### config.mk
export PLATFORM = sky130hd
export DESIGN_NAME = product_accumulator_flat
export DESIGN_NICKNAME = d
export VERILOG_FILES = /design/src/rtl/product_accumulator_pkg.sv /design/src/rtl/product_accumulator_if.sv /design/src/rtl/product_accumulator_group_adder.sv /design/src/rtl/product_accumulator.sv /design/src/flat_wrapper.sv
export SDC_FILE = /design/constraint.sdc
export NUM_CORES = 1
export LEC_CHECK = 0
export ABC_AREA = 1
export CORE_ASPECT_RATIO = 1.75
export CORE_MARGIN = 8
export CORE_UTILIZATION = 45
export DETAILED_ROUTE_END_ITERATION = 10
export PLACE_DENSITY = 0.7
export SETUP_SLACK_MARGIN = 0.15
export SYNTH_ARGS = -nofsm -noshare
export SYNTH_HDL_FRONTEND = slang
export SYNTH_HIERARCHICAL = 1
export SYNTH_SLANG_ARGS = --single-unit
### constraint.sdc
create_clock -name clk -period 5.2 [get_ports clk]
set_clock_uncertainty 0.2 [all_clocks]
set_input_delay 1.04 -clock clk [delete_from_list [all_inputs] [get_ports clk]]
set_output_delay 1.04 -clock clk [all_outputs]
set_load 0.005 [all_outputs]
### src/rtl/product_accumulator_pkg.sv
//==============================================================================
// Module      : product_acc_pkg
// Description : Shared constants, FSM encoding and width helpers for the
//               product accumulator.
// Revision    : 1.0 - initial release
//==============================================================================
`default_nettype none

package product_acc_pkg;

  localparam int   GROUPS          = 4;
  localparam int   DEF_NUM_WIDTH   = 8;
  localparam int   DEF_PW          = 2 * DEF_NUM_WIDTH;

  localparam logic [1:0] ST_ACCUM  = 2'd0;
  localparam logic [1:0] ST_DRAIN  = 2'd1;
  localparam logic [1:0] ST_HOLD   = 2'd2;

  function automatic int prod_width(input int num_width);
    return 2 * num_width;
  endfunction

  function automatic int ceil_log2(input int value);
    int result;
    result = 0;
    while ((1 << result) < value) result++;
    return result;
  endfunction

  // Worst-case beat sum must fit in the accumulator without wrapping.
  function automatic bit acc_width_ok(input int acc_width, input int pw, input int lanes);
    return acc_width >= pw + ceil_log2(lanes);
  endfunction

endpackage

`default_nettype wire

### src/rtl/product_accumulator_if.sv
//==============================================================================
// Module      : product_acc_if
// Description : Product-beat input and sum-result output handshakes.
// Revision    : 1.0 - initial release
//==============================================================================
`default_nettype none

interface product_acc_if #(
  parameter int ARRAY_SIZE = 16,
  parameter int NUM_WIDTH  = 8,
  parameter int ACC_WIDTH  = 32,
  parameter int CNT_WIDTH  = 16
);

  logic                              in_valid;
  logic                              in_ready;
  logic [2*NUM_WIDTH*ARRAY_SIZE-1:0] in_products;
  logic                              in_last;
  logic                              out_valid;
  logic                              out_ready;
  logic [ACC_WIDTH-1:0]              out_sum;
  logic [CNT_WIDTH-1:0]              out_beats;
  logic                              out_ovf;

  modport master (
    output in_valid, in_products, in_last, out_ready,
    input  in_ready, out_valid, out_sum, out_beats, out_ovf
  );

  modport slave (
    input  in_valid, in_products, in_last, out_ready,
    output in_ready, out_valid, out_sum, out_beats, out_ovf
  );

endinterface

`default_nettype wire

### src/rtl/product_accumulator_group_adder.sv
//==============================================================================
// Module      : group_adder
// Description : Registered sum of LANES zero-extended products; valid passes
//               through alongside.
// Revision    : 1.0 - initial release
//==============================================================================
`default_nettype none

module group_adder #(
  parameter int LANES     = 4,
  parameter int PW        = 16,
  parameter int ACC_WIDTH = 32
) (
  input  logic                  clk,
  input  logic                  reset,
  input  logic                  in_valid,
  input  logic [LANES*PW-1:0]   in_lanes,
  output logic                  out_valid,
  output logic [ACC_WIDTH-1:0]  out_sum
);

  logic [ACC_WIDTH-1:0] w_sum;
  logic [ACC_WIDTH-1:0] r_sum;
  logic                 r_valid;

  always_comb begin
    w_sum = '0;
    for (int i = 0; i < LANES; i++) begin
      w_sum = w_sum + ACC_WIDTH'(in_lanes[i*PW +: PW]);
    end
  end

  always_ff @(posedge clk) begin
    if (reset) begin
      r_valid <= 1'b0;
      r_sum   <= '0;
    end else begin
      r_valid <= in_valid;
      if (in_valid) r_sum <= w_sum;
    end
  end

  assign out_valid = r_valid;
  assign out_sum   = r_sum;

endmodule

`default_nettype wire

### src/rtl/product_accumulator.sv
//==============================================================================
// Module      : product_accumulator
// Description : Reduces product beats through a 2-stage adder tree and folds
//               them into a per-vector sum. Saturation: PRODUCT_ACC_SATURATE_EN.
// Revision    : 1.0 - initial release
//==============================================================================
`default_nettype none

module product_accumulator
  import product_acc_pkg::*;
#(
  parameter int ARRAY_SIZE = 16,
  parameter int NUM_WIDTH  = 8,
  parameter int ACC_WIDTH  = 32,
  parameter int CNT_WIDTH  = 16
) (
  input  logic         clk,
  input  logic         reset,
  product_acc_if.slave bus
);

  localparam int PW = prod_width(NUM_WIDTH);
  localparam int GL = ARRAY_SIZE / GROUPS;

  if (((ARRAY_SIZE % GROUPS) != 0) || !acc_width_ok(ACC_WIDTH, PW, ARRAY_SIZE)) begin : g_bad_cfg
    $error("product_accumulator: illegal ARRAY_SIZE/ACC_WIDTH combination");
  end

  logic [1:0]           r_state;
  logic                 w_accept;
  logic                 w_handshake;

  logic [GROUPS-1:0]    w_s1_valid_vec;
  logic [ACC_WIDTH-1:0] w_s1_sum [GROUPS];
  logic                 w_s1_valid;
  logic                 r_s1_last;

  logic [ACC_WIDTH-1:0] w_s2_sum;
  logic [ACC_WIDTH-1:0] r_s2_sum;
  logic                 r_s2_valid;
  logic                 r_s2_last;

  logic [ACC_WIDTH-1:0] r_acc;
  logic [CNT_WIDTH-1:0] r_cnt;
  logic                 r_ovf;
  logic                 r_s3_last_done;
  logic [ACC_WIDTH-1:0] w_acc_next;
  logic                 w_ovf_next;

  assign w_accept    = bus.in_valid && (r_state == ST_ACCUM);
  assign w_handshake = (r_state == ST_HOLD) && bus.out_ready;

  // Stage 1: four parallel group sums
  for (genvar g = 0; g < GROUPS; g++) begin : g_group
    group_adder #(
      .LANES     (GL),
      .PW        (PW),
      .ACC_WIDTH (ACC_WIDTH)
    ) u_group_adder (
      .clk       (clk),
      .reset     (reset),
      .in_valid  (w_accept),
      .in_lanes  (bus.in_products[g*GL*PW +: GL*PW]),
      .out_valid (w_s1_valid_vec[g]),
      .out_sum   (w_s1_sum[g])
    );
  end

  assign w_s1_valid = &w_s1_valid_vec;

  always_ff @(posedge clk) begin
    if (reset) r_s1_last <= 1'b0;
    else       r_s1_last <= w_accept && bus.in_last;
  end

  // Stage 2: beat sum
  always_comb begin
    w_s2_sum = '0;
    for (int g = 0; g < GROUPS; g++) begin
      w_s2_sum = w_s2_sum + w_s1_sum[g];
    end
  end

  always_ff @(posedge clk) begin
    if (reset) begin
      r_s2_valid <= 1'b0;
      r_s2_last  <= 1'b0;
      r_s2_sum   <= '0;
    end else begin
      r_s2_valid <= w_s1_valid;
      r_s2_last  <= w_s1_valid && r_s1_last;
      if (w_s1_valid) r_s2_sum <= w_s2_sum;
    end
  end

  // Stage 3: accumulate
`ifdef PRODUCT_ACC_SATURATE_EN
  logic [ACC_WIDTH:0] w_acc_wide;
  assign w_acc_wide = {1'b0, r_acc} + {1'b0, r_s2_sum};

  always_comb begin
    w_acc_next = w_acc_wide[ACC_WIDTH-1:0];
    w_ovf_next = r_ovf;
    if (r_ovf || w_acc_wide[ACC_WIDTH]) begin
      w_acc_next = '1;
      w_ovf_next = 1'b1;
    end
  end
`else
  always_comb begin
    w_acc_next = r_acc + r_s2_sum;
    w_ovf_next = 1'b0;
  end
`endif

  always_ff @(posedge clk) begin
    if (reset || w_handshake) begin
      r_acc          <= '0;
      r_cnt          <= '0;
      r_ovf          <= 1'b0;
      r_s3_last_done <= 1'b0;
    end else begin
      r_s3_last_done <= r_s2_valid && r_s2_last;
      if (r_s2_valid) begin
        r_acc <= w_acc_next;
        r_cnt <= r_cnt + 1'b1;
        r_ovf <= w_ovf_next;
      end
    end
  end

  always_ff @(posedge clk) begin
    if (reset) begin
      r_state <= ST_ACCUM;
    end else begin
      case (r_state)
        ST_ACCUM: if (w_accept && bus.in_last) r_state <= ST_DRAIN;
        ST_DRAIN: if (r_s3_last_done)          r_state <= ST_HOLD;
        ST_HOLD:  if (bus.out_ready)           r_state <= ST_ACCUM;
        default:                               r_state <= ST_ACCUM;
      endcase
    end
  end

  assign bus.in_ready  = (r_state == ST_ACCUM);
  assign bus.out_valid = (r_state == ST_HOLD);
  assign bus.out_sum   = r_acc;
  assign bus.out_beats = r_cnt;
  assign bus.out_ovf   = r_ovf;

endmodule

`default_nettype wire

### src/flat_wrapper.sv
// flat-port wrapper written by rule: the top's interface ports become plain ports
module product_accumulator_flat import product_acc_pkg::*;
#(
  parameter int ARRAY_SIZE = 16,
  parameter int NUM_WIDTH  = 8,
  parameter int ACC_WIDTH  = 32,
  parameter int CNT_WIDTH  = 16
)
  (clk, reset, bus_in_valid, bus_in_products, bus_in_last, bus_out_ready, bus_in_ready, bus_out_valid, bus_out_sum, bus_out_beats, bus_out_ovf);
  product_acc_if #(.ARRAY_SIZE(ARRAY_SIZE), .NUM_WIDTH(NUM_WIDTH), .ACC_WIDTH(ACC_WIDTH), .CNT_WIDTH(CNT_WIDTH)) bus_i ();
  input  logic clk;
  input  logic reset;
  input wire logic [$bits(bus_i.in_valid)-1:0] bus_in_valid;
  input wire logic [$bits(bus_i.in_products)-1:0] bus_in_products;
  input wire logic [$bits(bus_i.in_last)-1:0] bus_in_last;
  input wire logic [$bits(bus_i.out_ready)-1:0] bus_out_ready;
  output wire logic [$bits(bus_i.in_ready)-1:0] bus_in_ready;
  output wire logic [$bits(bus_i.out_valid)-1:0] bus_out_valid;
  output wire logic [$bits(bus_i.out_sum)-1:0] bus_out_sum;
  output wire logic [$bits(bus_i.out_beats)-1:0] bus_out_beats;
  output wire logic [$bits(bus_i.out_ovf)-1:0] bus_out_ovf;
  assign bus_i.in_valid = bus_in_valid;
  assign bus_i.in_products = bus_in_products;
  assign bus_i.in_last = bus_in_last;
  assign bus_i.out_ready = bus_out_ready;
  assign bus_in_ready = bus_i.in_ready;
  assign bus_out_valid = bus_i.out_valid;
  assign bus_out_sum = bus_i.out_sum;
  assign bus_out_beats = bus_i.out_beats;
  assign bus_out_ovf = bus_i.out_ovf;
  product_accumulator #(.ARRAY_SIZE(ARRAY_SIZE), .NUM_WIDTH(NUM_WIDTH), .ACC_WIDTH(ACC_WIDTH), .CNT_WIDTH(CNT_WIDTH)) u_core (.clk(clk), .reset(reset), .bus(bus_i));
endmodule
Word-level counts from Yosys, hierarchy flattened
Index checks and enable logic that the tools add are counted.

operators by class
  muxes and demuxes = 4
  $add $sub $neg = 17
  equal/unequal tests = 5
  reduce and logical (&&, ||, !) cells = 8

operators by type and width
  operator                                                                 count
  32-bit adder                                                             4
  18-bit by 16-bit adder with 19-bit output                                4
  17-bit by 16-bit adder with 18-bit output                                4
  16-bit by 16-bit adder with 17-bit output                                4
  16-bit by 1-bit adder with 16-bit output, second input constant          1
  2-bit two-way mux                                                        3
  2-bit case mux with 3 select lines                                       1
  1-bit logical AND                                                        5
  2-bit by 1-bit inequality test with 1-bit output, second input constant  2
  3-bit AND reduction                                                      1
  2-bit by 1-bit == test with 1-bit output, second input constant          1
  2-bit == test, second input constant                                     1
  2-bit zero test                                                          1
  2-bit inequality test, second input constant                             1
  1-bit logical OR                                                         1

storage, ports and cells
  output and inout bits = 51
  register bits = 215
  input bits = 261

Depth between registers and ports, before layout
  depth in word-level cells = 5
  depth in mapped cells = 17

Modules after synthesis
Netlist, hierarchy kept.

modules (own cells, without submodules)
  module                                          sequential area each (um^2)  cells each  area an instance (um^2)  instances
  product_accumulator                             1721.7                       1447        9151.3                   1
  group_adder at u_core.g_group[0].u_group_adder  380.4                        411         2762.6                   1
  group_adder at u_core.g_group[3].u_group_adder  380.4                        411         2760.1                   1
  group_adder at u_core.g_group[1].u_group_adder  380.4                        410         2741.4                   1
  group_adder at u_core.g_group[2].u_group_adder  380.4                        410         2717.6                   1

Worst setup path after synthesis
No wires, ideal clock.

  path type = input to register
  start point = input bus_in_products[193]
  end point = register u_core.g_group[3].u_group_adder.r_sum[9]
  path buffers = 0
  slack = 1525 ps
  arrival time = 3366 ps
  stages = 15
  path through = inv_1 fa_1 inv_1 fa_1 ha_1 fa_1 nand2_1 nand2_2 and2_4 nand2_1 nand2_1 xnor2_1 nand2_1 nand2_1 inv_1

between the ends
  longest elaborated chain between the ends = 3

RTL lines
  item                                       RTL line                               text
  start, declared                            flat_wrapper.sv:14                     input wire logic [$bits(bus_i.in_products)-1:0] bus_in_products;
  16-bit by 16-bit adder with 17-bit output  product_accumulator_group_adder.sv:29  w_sum = w_sum + ACC_WIDTH'(in_lanes[i*PW +: PW]);
  17-bit by 16-bit adder with 18-bit output  product_accumulator_group_adder.sv:29
  18-bit by 16-bit adder with 19-bit output  product_accumulator_group_adder.sv:29
  end signal, assigned                       product_accumulator_group_adder.sv:39  if (in_valid) r_sum <= w_sum;
  end, declared                              product_accumulator_group_adder.sv:23  logic [ACC_WIDTH-1:0] r_sum;

Every way passes these cells.
A chain may end at the register's enable or synchronous reset.

Final worst setup path
  start point = input bus_in_products[1]
  end point = register u_core.g_group[0].u_group_adder.r_sum[13]

between the ends
  longest elaborated chain between the ends = 3

RTL lines
  item                                       RTL line
  16-bit by 16-bit adder with 17-bit output  product_accumulator_group_adder.sv:29
  17-bit by 16-bit adder with 18-bit output  product_accumulator_group_adder.sv:29
  18-bit by 16-bit adder with 19-bit output  product_accumulator_group_adder.sv:29
  end signal, assigned                       product_accumulator_group_adder.sv:39
  end, declared                              product_accumulator_group_adder.sv:23

Every way passes these cells.

==> out/results.ini <==
[status]
status = finished, final reports clean

[global_routing]
use_met2 = 0.403
overflow = 0
met3_usage = 0.0294
first_global_vias = 18600
grt_max_degree = 122
grt_most_used_layer = met2
grt_pass1_wl_mm = 83.7
antenna_found_initial = 0
grt_use_met1 = 0.188
track_usage = 0.197

[critical_path]
crit_path_start = bus_in_products[1]
critPathArrivalTime_ns = 4.03
crit_chain = clkdlybuf4s50_1 > inv_1 > fa_1 > inv_1 > fa_1 > ha_1 > fa_1 > nand2_1 > nand2_2 > and2_4 > nand3_1 > nand3_2 > nand2_1 > nand3_1 > nand2_1 > inv_1
cp_slowest_cell = fa_1
critPathMaxStageDelay_ns = 0.55
crit_type = input port to flip-flop
reg2reg_from = u_core/g_group[2].u_group_adder/out_sum[1]
start_kind = input port
worst-path-buf-inv = 4
required_ns = 5.34
critPathTopFamily = adder cells
critPathMaxFanout = 3
end_kind = flip-flop

[routing]
drc = 0
vias = 18100
routedWlPerCell_microns = 12.6
drtIter0Drc = 819
drtAntennaViolNets = 0
routed_wl_mm = 49.9
firstDrtPassIters = 5
viasPerCell = 4.56

[die]
rows = 102
die_area_sq_um = 52000
die_h_microns = 296
io_pins = 312
dieWidth_microns = 176
core-area_sq_um = 44200
initial_core_util = 0.456

[logic_synthesis]
synth_ff_type = dfxtp_1
async_flop_share = 0
synth_edf_count = 0
ys.warnings.count = 6
synth_cells = 3089
synth_area_leaders = fa_1, inv_1, dfxtp_1
netlist_area_sq_um = 20100
yosysTopAreaCell = fa_1
synth_seq_cells = 162
syn_avg_cell_area_sq_um = 6.52
yosysTopAreaCellShare = 0.190
synthDistinctLibCells = 46
synth_seq_area_share = 0.161

[layout]
syn_to_final_growth_pct = 20.4
nets = 3969
drive_gt1_frac = 0.0456
antenna_cells = 0

[clock_network]
cts_root_buffer = clkbuf_16
path_clk_slew_ns = 0.07
clk_latency_ns = 0.45
cts_resized = 0
postCtsSetupRepairBufs = 0
clk_path_buf_depth = 2
cts.sinks = 162
cts_htree_levels = 4
postCtsHoldBufs = 0
tritoncts = done
numCtsBuffers = 17

[timing]
rsz0062_at_grt = no
final-setup-viol-count = 0
layout_min_cycle_time_ns = 3.89
finalCritPeriodShare = 0.747
hold_viol = 0
report.final.slew_viol_count = 0
worst_pin_slew_ns = 0.837
tns_ns = 0
max_freq_mhz = 257
slew_headroom = 0.442

[power_and_ir_drop]
total_power_mw = 7.11
leakage_nw = 13.3
ir_worst_vdd_mv = 0.303
powerDensity_nw_per_um2 = 293

[job]
maxCapViolCount = 0

[place]
dpl.hpwl_mm = 43.9
numPortBuffers = 310
finalWeightedCongestion = 0.912

[min_path]
hold_class = flip-flop to flip-flop
min_from = u_core/r_s2_last

## synth_stat cells, types with 19 or more instances
master     n
inv_2     19
inv_1    904
fa_1     191
buf_4     59
ha_1     131
xnor2_1   19
nand3_1  153
xor2_1    33
o21ai_0  113
a21oi_1  125
dfxtp_1  162
nand2_2   41
nor2_1   298
nand2_1  670
## placed cells by master, fill, tap and decap left out, types with 12 or more instances in the layout
master,instances
inv_2,19
a21oi_1,125
clkbuf_16,17
nand2_1,670
xor2_1,33
nand3_1,153
clkdlybuf4s50_1,309
o21ai_0,113
o211ai_1,12
inv_1,904
nor3_2,13
conb_1,57
nand3_2,12
ha_1,131
dfxtp_1,162
fa_1,191
nor3_1,13
nand2_2,41
nor2_1,298
xnor2_1,19
## layer usage
layer,vias to the layer above,wire [microns],part of all wire
met1,8144,18000,0.36
met4,0,1800,0.036
met2,335,28300,0.57
met5,-,0,0
li1,9538,-,-
met3,87,1870,0.037
## worst register-to-register path, delay by kind of cell (launching register included)
| kind | cells | cell delay (ns) |
|---|---|---|
| flops | 1 | 0.45 |
| xor+xnor | 1 | 0.17 |
| fa+ha+maj | 4 | 1.69 |
| compound gates | 1 | 0.08 |
| simple gates | 6 | 0.61 |
## final cells by class
| class | instances | area (sq um) |
|---|---|---|
| clock inverter | 12 | 160 |
| clock buffer | 20 | 467 |
| tap | 572 | 716 |
| sequential | 162 | 3240 |
| inverter | 925 | 3470 |
| timing repair buffer | 317 | 3160 |
| fill | 4485 | 19900 |
| multi-input combinational | 1963 | 13000 |
## stage by stage
| step | setup slack [ns] | instance area, sq um | hold WS (ns) | cells | util |
|---|---|---|---|---|---|
| 2_1_floorplan | 1.53 | 20300 | 0.203 | 3141 | - |
| 3_3_place_gp | 0.874 | 23600 | 0.216 | 3939 | 0.535 |
| 3_5_place_dp | 0.839 | 23600 | 0.219 | 3939 | 0.535 |
| 4_1_cts | 1.30 | 24200 | 0.225 | 3971 | 0.549 |
| 5_1_grt | 1.13 | 24200 | 0.243 | 3971 | 0.549 |
| 6_report | 1.31 | 24200 | 0.223 | 3971 | 0.549 |
## report_power, final
part | internal [mW] | leakage (nW) | switching [mW]
clock | 0.764 | 0.309 | 0.562
combinational | 1.71 | 11.7 | 2.67
sequential | 1.34 | 1.32 | 0.0618
## flip-flops by register name, indices dropped and copies added (netlist names)
name and cells:
u_core/r_state 2, u_core/r_s2_valid 1, u_core/r_s2_last 1, u_core/bus.out_sum 32, u_core/bus.out_beats 16, u_core/r_s3_last_done 1, u_core/g_group.u_group_adder/out_valid 4, u_core/r_s1_last 1
u_core/g_group.u_group_adder/out_sum 72, u_core/r_s2_sum 32
## cell families after synthesis
kind of cell	share of synthesized area
buf+inv	0.203
compound gates	0.0777
fa+ha+maj	0.271
xor+xnor	0.0226
flops	0.161
other cells	0.000932
simple gates	0.264
## worst paths after layout
path | end | slack (ns) | cells past startpoint
worst max-delay path | u_core/g_group[0].u_group_adder/out_sum[13] | 1.31 | 16
worst min register to register | u_core/r_s3_last_done | 0.22 | 2
worst max register to register | u_core/r_s2_sum[15] | 1.85 | 12
worst min-delay path | u_core/r_s3_last_done | 0.22 | 2
Power figures use the tool's default switching activity.
